$ cat src/rtl/rx_pkg.sv
// Sizing helpers shared by the serial receive FIFO and its storage block.
// Build option: define RX_PARITY_EN to append one parity bit to every frame.
package rx_pkg;

    function automatic int frame_len(input int data_w);
`ifdef RX_PARITY_EN
        return data_w + 1;
`else
        return data_w;
`endif
    endfunction

    function automatic int ptr_w(input int depth);
        return $clog2(depth);
    endfunction

    function automatic int cnt_w(input int depth);
        return $clog2(depth) + 1;
    endfunction

    // Bit counter must hold FRAME_LEN+1 so an over-long frame stays distinguishable.
    function automatic int bitcnt_w(input int data_w);
        return $clog2(frame_len(data_w) + 2);
    endfunction

endpackage

$ cat src/rtl/sync_fifo_ptr.sv
// Show-ahead synchronous FIFO: storage, wrapping pointers, occupancy count and flags.
// A push into a full FIFO is accepted only when a pop retires the head in the same cycle.
module sync_fifo_ptr
    import rx_pkg::*;
#(
    parameter int WIDTH = 8,
    parameter int DEPTH = 4
) (
    input  logic                    clk_i,
    input  logic                    rst_i,
    input  logic                    push_i,
    input  logic                    pop_i,
    input  logic [WIDTH-1:0]        wdata_i,
    output logic [WIDTH-1:0]        rdata_o,
    output logic                    empty_o,
    output logic                    full_o,
    output logic [cnt_w(DEPTH)-1:0] count_o
);

    localparam int PW = ptr_w(DEPTH);
    localparam int CW = cnt_w(DEPTH);

    logic [WIDTH-1:0] mem_q [DEPTH];
    logic [PW-1:0]    wr_ptr_q, wr_ptr_d, rd_ptr_q, rd_ptr_d, last_ptr;
    logic [CW-1:0]    count_q, count_d;
    logic             push_ok, pop_ok;

    assign empty_o = (count_q == '0);
    assign full_o  = (count_q == CW'(DEPTH));
    assign count_o = count_q;
    assign pop_ok  = pop_i && !empty_o;
    assign push_ok = push_i && (!full_o || pop_ok);

    // While empty, keep presenting the slot that was read last.
    assign last_ptr = rd_ptr_q - PW'(1);
    assign rdata_o  = empty_o ? mem_q[last_ptr] : mem_q[rd_ptr_q];

    always_comb begin
        wr_ptr_d = wr_ptr_q;
        rd_ptr_d = rd_ptr_q;
        count_d  = count_q;
        if (push_ok) wr_ptr_d = wr_ptr_q + PW'(1);
        if (pop_ok)  rd_ptr_d = rd_ptr_q + PW'(1);
        case ({push_ok, pop_ok})
            2'b10:   count_d = count_q + CW'(1);
            2'b01:   count_d = count_q - CW'(1);
            default: count_d = count_q;
        endcase
    end

    always_ff @(posedge clk_i or posedge rst_i) begin
        if (rst_i) begin
            wr_ptr_q <= '0;
            rd_ptr_q <= '0;
            count_q  <= '0;
            for (int i = 0; i < DEPTH; i++) mem_q[i] <= '0;
        end else begin
            wr_ptr_q <= wr_ptr_d;
            rd_ptr_q <= rd_ptr_d;
            count_q  <= count_d;
            if (push_ok) mem_q[wr_ptr_q] <= wdata_i;
        end
    end

endmodule

$ cat src/rtl/rx_shift_fifo.sv
// Serial frame receiver: shifts strobed bits in, commits whole frames into a FIFO.
// Build option: define RX_PARITY_EN for a trailing parity bit and per-entry perr.
module rx_shift_fifo
    import rx_pkg::*;
#(
    parameter int DATA_W     = 8,
    parameter int DEPTH      = 4,
    parameter int MSB_FIRST  = 0,
    parameter int PARITY_ODD = 0
) (
    input  logic                    clk,
    input  logic                    Rst,
    input  logic                    shift_strobe,
    input  logic                    packet_done,
    input  logic                    rx,
    input  logic                    rd_en,
    input  logic                    clr_ovr,
    output logic [DATA_W-1:0]       rdata,
    output logic                    perr,
    output logic                    empty,
    output logic                    full,
    output logic [cnt_w(DEPTH)-1:0] count,
    output logic                    frame_err,
    output logic                    overrun
);

    localparam int FRAME_LEN = frame_len(DATA_W);
    localparam int BW        = bitcnt_w(DATA_W);
    localparam logic [BW-1:0] CNT_SAT  = BW'(FRAME_LEN + 1);
    localparam logic [BW-1:0] CNT_GOOD = BW'(FRAME_LEN);
`ifdef RX_PARITY_EN
    localparam int ENTRY_W = DATA_W + 1;
`else
    localparam int ENTRY_W = DATA_W;
`endif

    if (DATA_W < 5 || DATA_W > 16 || DEPTH < 2 || (DEPTH & (DEPTH - 1)) != 0 ||
        MSB_FIRST < 0 || MSB_FIRST > 1 || PARITY_ODD < 0 || PARITY_ODD > 1) begin : g_bad_cfg
        $error("rx_shift_fifo: unsupported parameter set");
    end

    logic [FRAME_LEN-1:0] sr_q, sr_d;
    logic [BW-1:0]        bitcnt_q, bitcnt_d, eff_cnt;
    logic                 frame_err_q, frame_err_d, overrun_q, overrun_d;
    logic                 good, push, drop;
    logic [DATA_W-1:0]    frame_data;
    logic [ENTRY_W-1:0]   wdata, rentry;

    // The strobe of this cycle is folded in before the commit decision.
    always_comb begin
        sr_d    = sr_q;
        eff_cnt = bitcnt_q;
        if (shift_strobe) begin
            if (MSB_FIRST != 0) sr_d = {sr_q[FRAME_LEN-2:0], rx};
            else                sr_d = {rx, sr_q[FRAME_LEN-1:1]};
            if (bitcnt_q != CNT_SAT) eff_cnt = bitcnt_q + BW'(1);
        end
        bitcnt_d = packet_done ? '0 : eff_cnt;
    end

    assign frame_data  = (MSB_FIRST != 0) ? sr_d[FRAME_LEN-1 -: DATA_W] : sr_d[DATA_W-1:0];
    assign good        = packet_done && (eff_cnt == CNT_GOOD);
    assign drop        = good && full && !rd_en;
    assign push        = good && !drop;
    assign frame_err_d = packet_done && (eff_cnt != CNT_GOOD);
    assign overrun_d   = drop ? 1'b1 : (clr_ovr ? 1'b0 : overrun_q);

`ifdef RX_PARITY_EN
    logic par_bit;
    assign par_bit = (MSB_FIRST != 0) ? sr_d[0] : sr_d[FRAME_LEN-1];
    assign wdata   = {(((^frame_data) ^ par_bit) != (PARITY_ODD != 0)), frame_data};
    assign perr    = rentry[DATA_W];
`else
    assign wdata   = frame_data;
    assign perr    = 1'b0;
`endif
    assign rdata     = rentry[DATA_W-1:0];
    assign frame_err = frame_err_q;
    assign overrun   = overrun_q;

    always_ff @(posedge clk or posedge Rst) begin
        if (Rst) begin
            sr_q        <= '0;
            bitcnt_q    <= '0;
            frame_err_q <= 1'b0;
            overrun_q   <= 1'b0;
        end else begin
            sr_q        <= sr_d;
            bitcnt_q    <= bitcnt_d;
            frame_err_q <= frame_err_d;
            overrun_q   <= overrun_d;
        end
    end

    sync_fifo_ptr #(
        .WIDTH (ENTRY_W),
        .DEPTH (DEPTH)
    ) u_fifo (
        .clk_i   (clk),
        .rst_i   (Rst),
        .push_i  (push),
        .pop_i   (rd_en),
        .wdata_i (wdata),
        .rdata_o (rentry),
        .empty_o (empty),
        .full_o  (full),
        .count_o (count)
    );

endmodule

$ cat config.mk
export PLATFORM = sky130hd
export DESIGN_NAME = rx_shift_fifo
export DESIGN_NICKNAME = d
export VERILOG_FILES = /design/src/rtl/rx_pkg.sv /design/src/rtl/sync_fifo_ptr.sv /design/src/rtl/rx_shift_fifo.sv
export SDC_FILE = /design/constraint.sdc
export NUM_CORES = 1
export LEC_CHECK = 0
export ABC_CLOCK_PERIOD_IN_PS = 6150
export CAP_MARGIN = 5
export CORE_MARGIN = 2
export CORE_UTILIZATION = 55
export CTS_BUF_LIST = sky130_fd_sc_hd__clkbuf_16
export CTS_CLUSTER_DIAMETER = 150
export DETAILED_ROUTE_END_ITERATION = 10
export PLACE_DENSITY = 0.76
export REMOVE_ABC_BUFFERS = 1
export SYNTH_ARGS = -nofsm -noshare
export SYNTH_HDL_FRONTEND = slang
export SYNTH_SLANG_ARGS = --single-unit
$ cat constraint.sdc
create_clock -name clk -period 6.15 [get_ports clk]
set_input_delay 1.23 -clock clk [delete_from_list [all_inputs] [get_ports clk]]
set_output_delay 1.23 -clock clk [all_outputs]
set_load 0.05 [all_outputs]
* Yosys cells after proc, flatten, opt, wreduce, memory -nomap -nowiden
Index checks and enable logic that the tools add are counted.
** Word-level totals
- Register bits :: 53
- ROM bits :: 0
- Bits in writable memories :: 0
- Output and inout bits :: 16
- Memories kept :: 0
- Bits in latches :: 0
** Operators by class
- Bitwise logic cells :: 3
- Equal/unequal tests :: 6
- Mux-type cells :: 17
- Divide/modulo/power cells :: 0
- Multipliers :: 0
- $lt $le $gt $ge :: 4
- Shift operators :: 0
- $add $sub $neg :: 6
- Reduce and logical (&&, ||, !) cells :: 16
** Operators with widths (number)
- 8-bit two-way mux :: 7
- 8-bit binary-select mux with 2-bit select :: 2
- 32-bit bitwise mux :: 1
- 8-bit demux with 2-bit select :: 1
- 4-bit two-way mux :: 3
- 3-bit >= comparator (second input constant) :: 3
- 2-bit NOT with 3-bit output :: 3
- 1-bit logical AND :: 8
- 4-bit inequality test (second input constant) :: 2
- 3-bit case mux with 2 select lines :: 1
- 2-bit by 1-bit adder with 2-bit output (second input constant) :: 2
- 4-bit by 1-bit adder with 4-bit output (second input constant) :: 1
- 4-bit == test (second input constant) :: 1
- 1-bit zero test :: 4
- 2-bit nonzero test :: 2
- 3-bit by 1-bit adder with 3-bit output (second input constant) :: 1
- 3-bit == test (second input constant) :: 1
- 3-bit zero test :: 1
- 3-bit by 1-bit < comparator with 1-bit output (second input constant) :: 1
- 3-bit by 1-bit subtractor with 3-bit output (second input constant) :: 1
- 2-bit by 1-bit == test with 1-bit output (second input constant) :: 1
- 2-bit == test (second input constant) :: 1
- 1-bit two-way mux :: 2
- 2-bit by 1-bit subtractor with 2-bit output (second input constant) :: 1
- 1-bit logical OR :: 1

* Depth between registers and ports, before layout
- Depth in word-level cells :: 12
- Mapped depth :: 13

* Cells and area by module
A second synthesis with hierarchy kept.
** Unflattened totals
- Cells, all modules :: 220
- Area total of the unflattened synthesis :: 2705.1 µm²
** Modules (own cells, without submodules)
- sync_fifo_ptr :: instances 1, sequential area each 975.9 µm², area each 2057.0 µm², cells an instance 169
- rx_shift_fifo :: instances 1, sequential area each 350.3 µm², area each 648.1 µm², cells an instance 51

* Worst setup path after synthesis
OpenSTA, ideal clock, no wires.
- Path kind :: register -> output
- Start :: reg u_fifo.count_q[2], in the netlist u_fifo.count_o[2]
- End :: out rdata[0]
- Cell stages (with the launch flop) :: 6
- Data required time :: 4.920 ns
- Arrival :: 2.058 ns
- Path buffers :: 1
- Path slack :: 2.862 ns
- Cells stage by stage :: dfrtp_1 -> or3_1 -> clkbuf_1 -> clkinv_1 -> nand2_1 -> nand2_1
** On the way
- Word-level cells in the longest chain between the ends :: 2
** RTL lines
- from (decl) :: RTL line sync_fifo_ptr.sv:25 : logic [CW-1:0] count_q, count_d;
- from (signal assigned) :: RTL line sync_fifo_ptr.sv:60 : count_q <= count_d;
- 3-bit zero test :: RTL line sync_fifo_ptr.sv:28 : assign empty_o = (count_q == '0);
- named net empty :: RTL line rx_shift_fifo.sv:20 : output logic empty,
- 8-bit two-way mux :: RTL line sync_fifo_ptr.sv:36 : assign rdata_o = empty_o ? mem_q[last_ptr] : mem_q[rd_ptr_q];
- to (decl) :: RTL line rx_shift_fifo.sv:18 : output logic [DATA_W-1:0] rdata,
The timed path passes the listed nets, and every way through them passes these cells.

* Worst setup path after layout
- Start :: in shift_strobe
- End :: reg u_fifo.count_q[2], in the netlist u_fifo.count_o[2]
** On the way
- Word-level cells in the longest chain between the ends :: 10
- Elaborated cells on any way between the ends :: 12
** RTL lines
- from (decl) :: RTL line rx_shift_fifo.sv:13 : input logic shift_strobe,
- 4-bit two-way mux * :: RTL line rx_shift_fifo.sv:53 : if (shift_strobe) begin
- 4-bit == test * :: RTL line rx_shift_fifo.sv:62 : assign good = packet_done && (eff_cnt == CNT_GOOD);
- 1-bit logical AND * :: RTL line rx_shift_fifo.sv:62
- 1-bit logical AND (2 in a row) :: RTL line rx_shift_fifo.sv:63 : assign drop = good && full && !rd_en;
- 1-bit zero test :: RTL line rx_shift_fifo.sv:64 : assign push = good && !drop;
- 1-bit logical AND * :: RTL line rx_shift_fifo.sv:64
- 1-bit logical AND * :: RTL line sync_fifo_ptr.sv:32 : assign push_ok = push_i && (!full_o || pop_ok);
- 2-bit by 1-bit == test with 1-bit output / 2-bit == test (equally long branches) :: RTL line sync_fifo_ptr.sv:44 : case ({push_ok, pop_ok})
- 3-bit case mux with 2 select lines / 2-bit nonzero test (equally long branches)
Every way passes the cells marked *; elsewhere a longest branch is shown, timed or not.
A chain may end at the register's enable or synchronous reset.

==> qor.yml <==
num_rows: 25
reg2reg_from: "bitcnt_q[0]"
post-route-util: 0.6647
routed_wl_mm: 5.239
worstMarginPinSlew_ns: 1.064
worst_slack_ns: 2.209
max-cap-violations: 0
status: "finished clean"
ys.flop_type: "dfrtp_1"
ios: 23
grt_use_met1: 0.2871
hold_slack_ns: 0.5158
gr-usage-met2: 0.3658
synthCells: 201
clk_latency_ns: 0.29
synth_area_sq_um: 2735
fin_tns_setup_ns: 0
path_max_fanout: 13
endpoint_kind: "flop"
synthXorXnorAreaFrac: 0.02562
drt_iter0_markers: 81
p_comb_frac: 0.252
grt_max_degree: 54
fin_crit_sh: 0.6407
power_density_nw_per_um2: 327.5
synth_simple_gate_area_share: 0.09561
holdBufCountCts: 0
met3_usage: 0.05014
antenna_found_initial: 0
hold_viol: 0
relSlewSlack: 0.2895
tritoncts: "yes"
ys_ff_latch: 53
post_cts_resized: 0
fin_skew_ns: 0.006501
clkPwrFrac: 0.307
die_w_um: 74.52
clkTransAtPathRegs_ns: 0.07
die_y_um: 74.52
yosys-top-cells-area: "dfrtp_1 (48%), mux2_2 (17%), mux4_2 (13%)"
rsz0062_at_grt: "no"
finalPower_mw: 1.035
seq_area_frac_synth: 0.4849
hold_path.class: "reg -> reg"
finalSetupViolCount: 0
synth_top_area_share: 0.4849
fill_cells: 371
ant_nets: 0
pre_cts_ws_ns: 1.932
htreeDepth: 2
slew_violations: 0
root_buffer: "clkbuf_16"
gr-total-overflow: 0
critPathKind: "in -> reg"
dpl.hpwl_mm: 3.506
switchingPower_uw: 346.8
yosysUniqueCellTypes: 31
peakVddDrop_mv: 0.1799
synth_top_family_by_area: "multiplexers"
drc: 0
top_usage_layer: "met2"
synth_compound_area_frac: 0.02059
dr.pass1.iters: 4
power.leakage_nw: 1.486
internal_power_uw: 688.3
synth-edff-count: 0
area_delta_synth_final_pct: 15.55
drive_above_1_share: 0.3394
pwr-share-seq: 0.441
crit_path_start_kind: "input port"
synth_mux_area_frac: 0.3042
gp_congestion: 0.8347
cts_buffer_depth: 2
numCtsBuffers: 5
layout_min_cycle_time_ns: 3.941
cp.required_ns: 6.36
ys_warn_count: 0
arrival_ns: 4.15
synthAdderAreaFrac: 0.03934
initial_core_util: 0.5753
grt_pass1_wl_mm: 8.700
grt_usage: 0.2171
clock-sinks: 53
async_flop_share: 1.000
die_area_sq_um: 5553
io_buffers: 21
yosysTopAreaCell: "dfrtp_1"
startpoint: "shift_strobe"
post_cts_buffers: 0
vias: 1656
syn_avg_cell_area_sq_um: 13.61
hp-start: "u_fifo.count_o[0]"
antenna_cells: 0
p_sw_frac: 0.3350
nets: 235
clock.fmax_mhz: 253.8
core_area_sq_um: 4755
first_global_vias: 1740
wire_per_inst_um: 18.19
via_per_inst: 5.750
## cells in the final DEF, fill, tap and decap left out
cell type	Yosys	final
dfrtp_1	53	53
mux2_2	41	41
nand2_1	28	28
clkdlybuf4s50_1	0	21
mux4_2	16	16
inv_1	9	8
nor2_1	7	7
ha_1	7	7
xor2_1	5	5
clkbuf_16	0	5
nand4_2	4	4
xnor2_1	3	3
nand4_1	2	2
and2_1	2	2
and3_1	1	1
nand2b_1	1	1
nand3b_4	1	1
a211o_2	1	1
a211oi_1	1	1
a2111oi_4	1	1
and3_2	1	1
or3_1	1	1
o22ai_1	1	1
clkinv_1	1	1
a21oi_1	1	1
and2b_2	1	1
inv_2	0	1
mux2i_1	1	1
fa_1	1	1
conb_1	1	1
clkinv_4	0	1
clkinvlp_4	0	1
bufinv_16	0	1
## kinds of logic after synthesis
| group | after synthesis |
|---|---|
| compound gates | 5 |
| simple gates | 49 |
| flops | 53 |
| fa+ha+maj | 8 |
| other cells | 1 |
| buf+inv | 19 |
| xor+xnor | 8 |
| mux | 58 |
## through the flow
step	cells	area, sq um
finish	288	3161
global route	288	3161
CTS	288	3161
detailed placement	280	2989
global placement	280	2989
floorplan	192	2695
## cells in the mapped netlist, types with 2 or more instances
library cell,count
xor2_1,5
clkbuf_1,5
and2_1,2
nor2_1,7
nand4_1,2
mux2_2,41
nand2_1,28
ha_1,7
buf_2,2
mux4_2,16
dfrtp_1,53
xnor2_1,3
nand4_2,4
inv_1,9
## power by group through the flow
stage          registers [mW]  logic, mW  clock network [mW]
2_1_floorplan           0.481      0.155                   0
3_3_place_gp            0.459      0.254                   0
3_5_place_dp            0.465      0.261                   0
4_1_cts                 0.459      0.262               0.321
5_1_grt                 0.466      0.282               0.340
6_report                0.457      0.261               0.318
## routing by layer
metal | routed length (um) | vias up
met4 | 82 | 0
met5 | 0 | -
met3 | 172 | 8
li1 | - | 751
met2 | 2683 | 28
met1 | 2300 | 869
## registers in the layout, indices dropped and copies added (netlist names)
signal and count:
u_fifo.wr_ptr_q 2, u_fifo.rd_ptr_q 2, overrun 1, u_fifo.mem_q 32
u_fifo.count_o 3, frame_err 1, bitcnt_q 4, sr_q 8
## path summary, 6_finish.rpt
path	endpoint	slack, ns	cells past startpoint
worst max-delay path	u_fifo.count_o[2]	2.21	12
worst min-delay path	u_fifo.count_o[0]	0.52	1
worst max register to register	u_fifo.count_o[2]	3.12	12
worst min register to register	u_fifo.count_o[0]	0.52	1
max in group asynchronous	u_fifo.mem_q[11]	3.96	2
min in group asynchronous	u_fifo.count_o[2]	1.53	2
## critical path, cell delays in order
cell and delay (ns):
clkdlybuf4s50_1 0.79, nand2_1 0.14, a211oi_1 0.46, a2111oi_4 0.16, and3_2 0.28, inv_1 0.06
ha_1 0.17, inv_1 0.06, fa_1 0.37, xor2_1 0.15, nor2_1 0.12, xor2_1 0.16
## final cells by class
type | instances | area (sq um) | share of cell area
Inverter | 10 | 37.54 | 0.01188
Multi-Input combinational cell | 129 | 1331 | 0.4212
Sequential cell | 53 | 1326 | 0.4196
Tap cell | 67 | 83.83 | 0.02652
Clock inverter | 3 | 46.29 | 0.01465
Clock buffer | 5 | 125.1 | 0.03959
Timing Repair Buffer | 21 | 210.2 | 0.06651
Power figures use the tool's default switching activity.
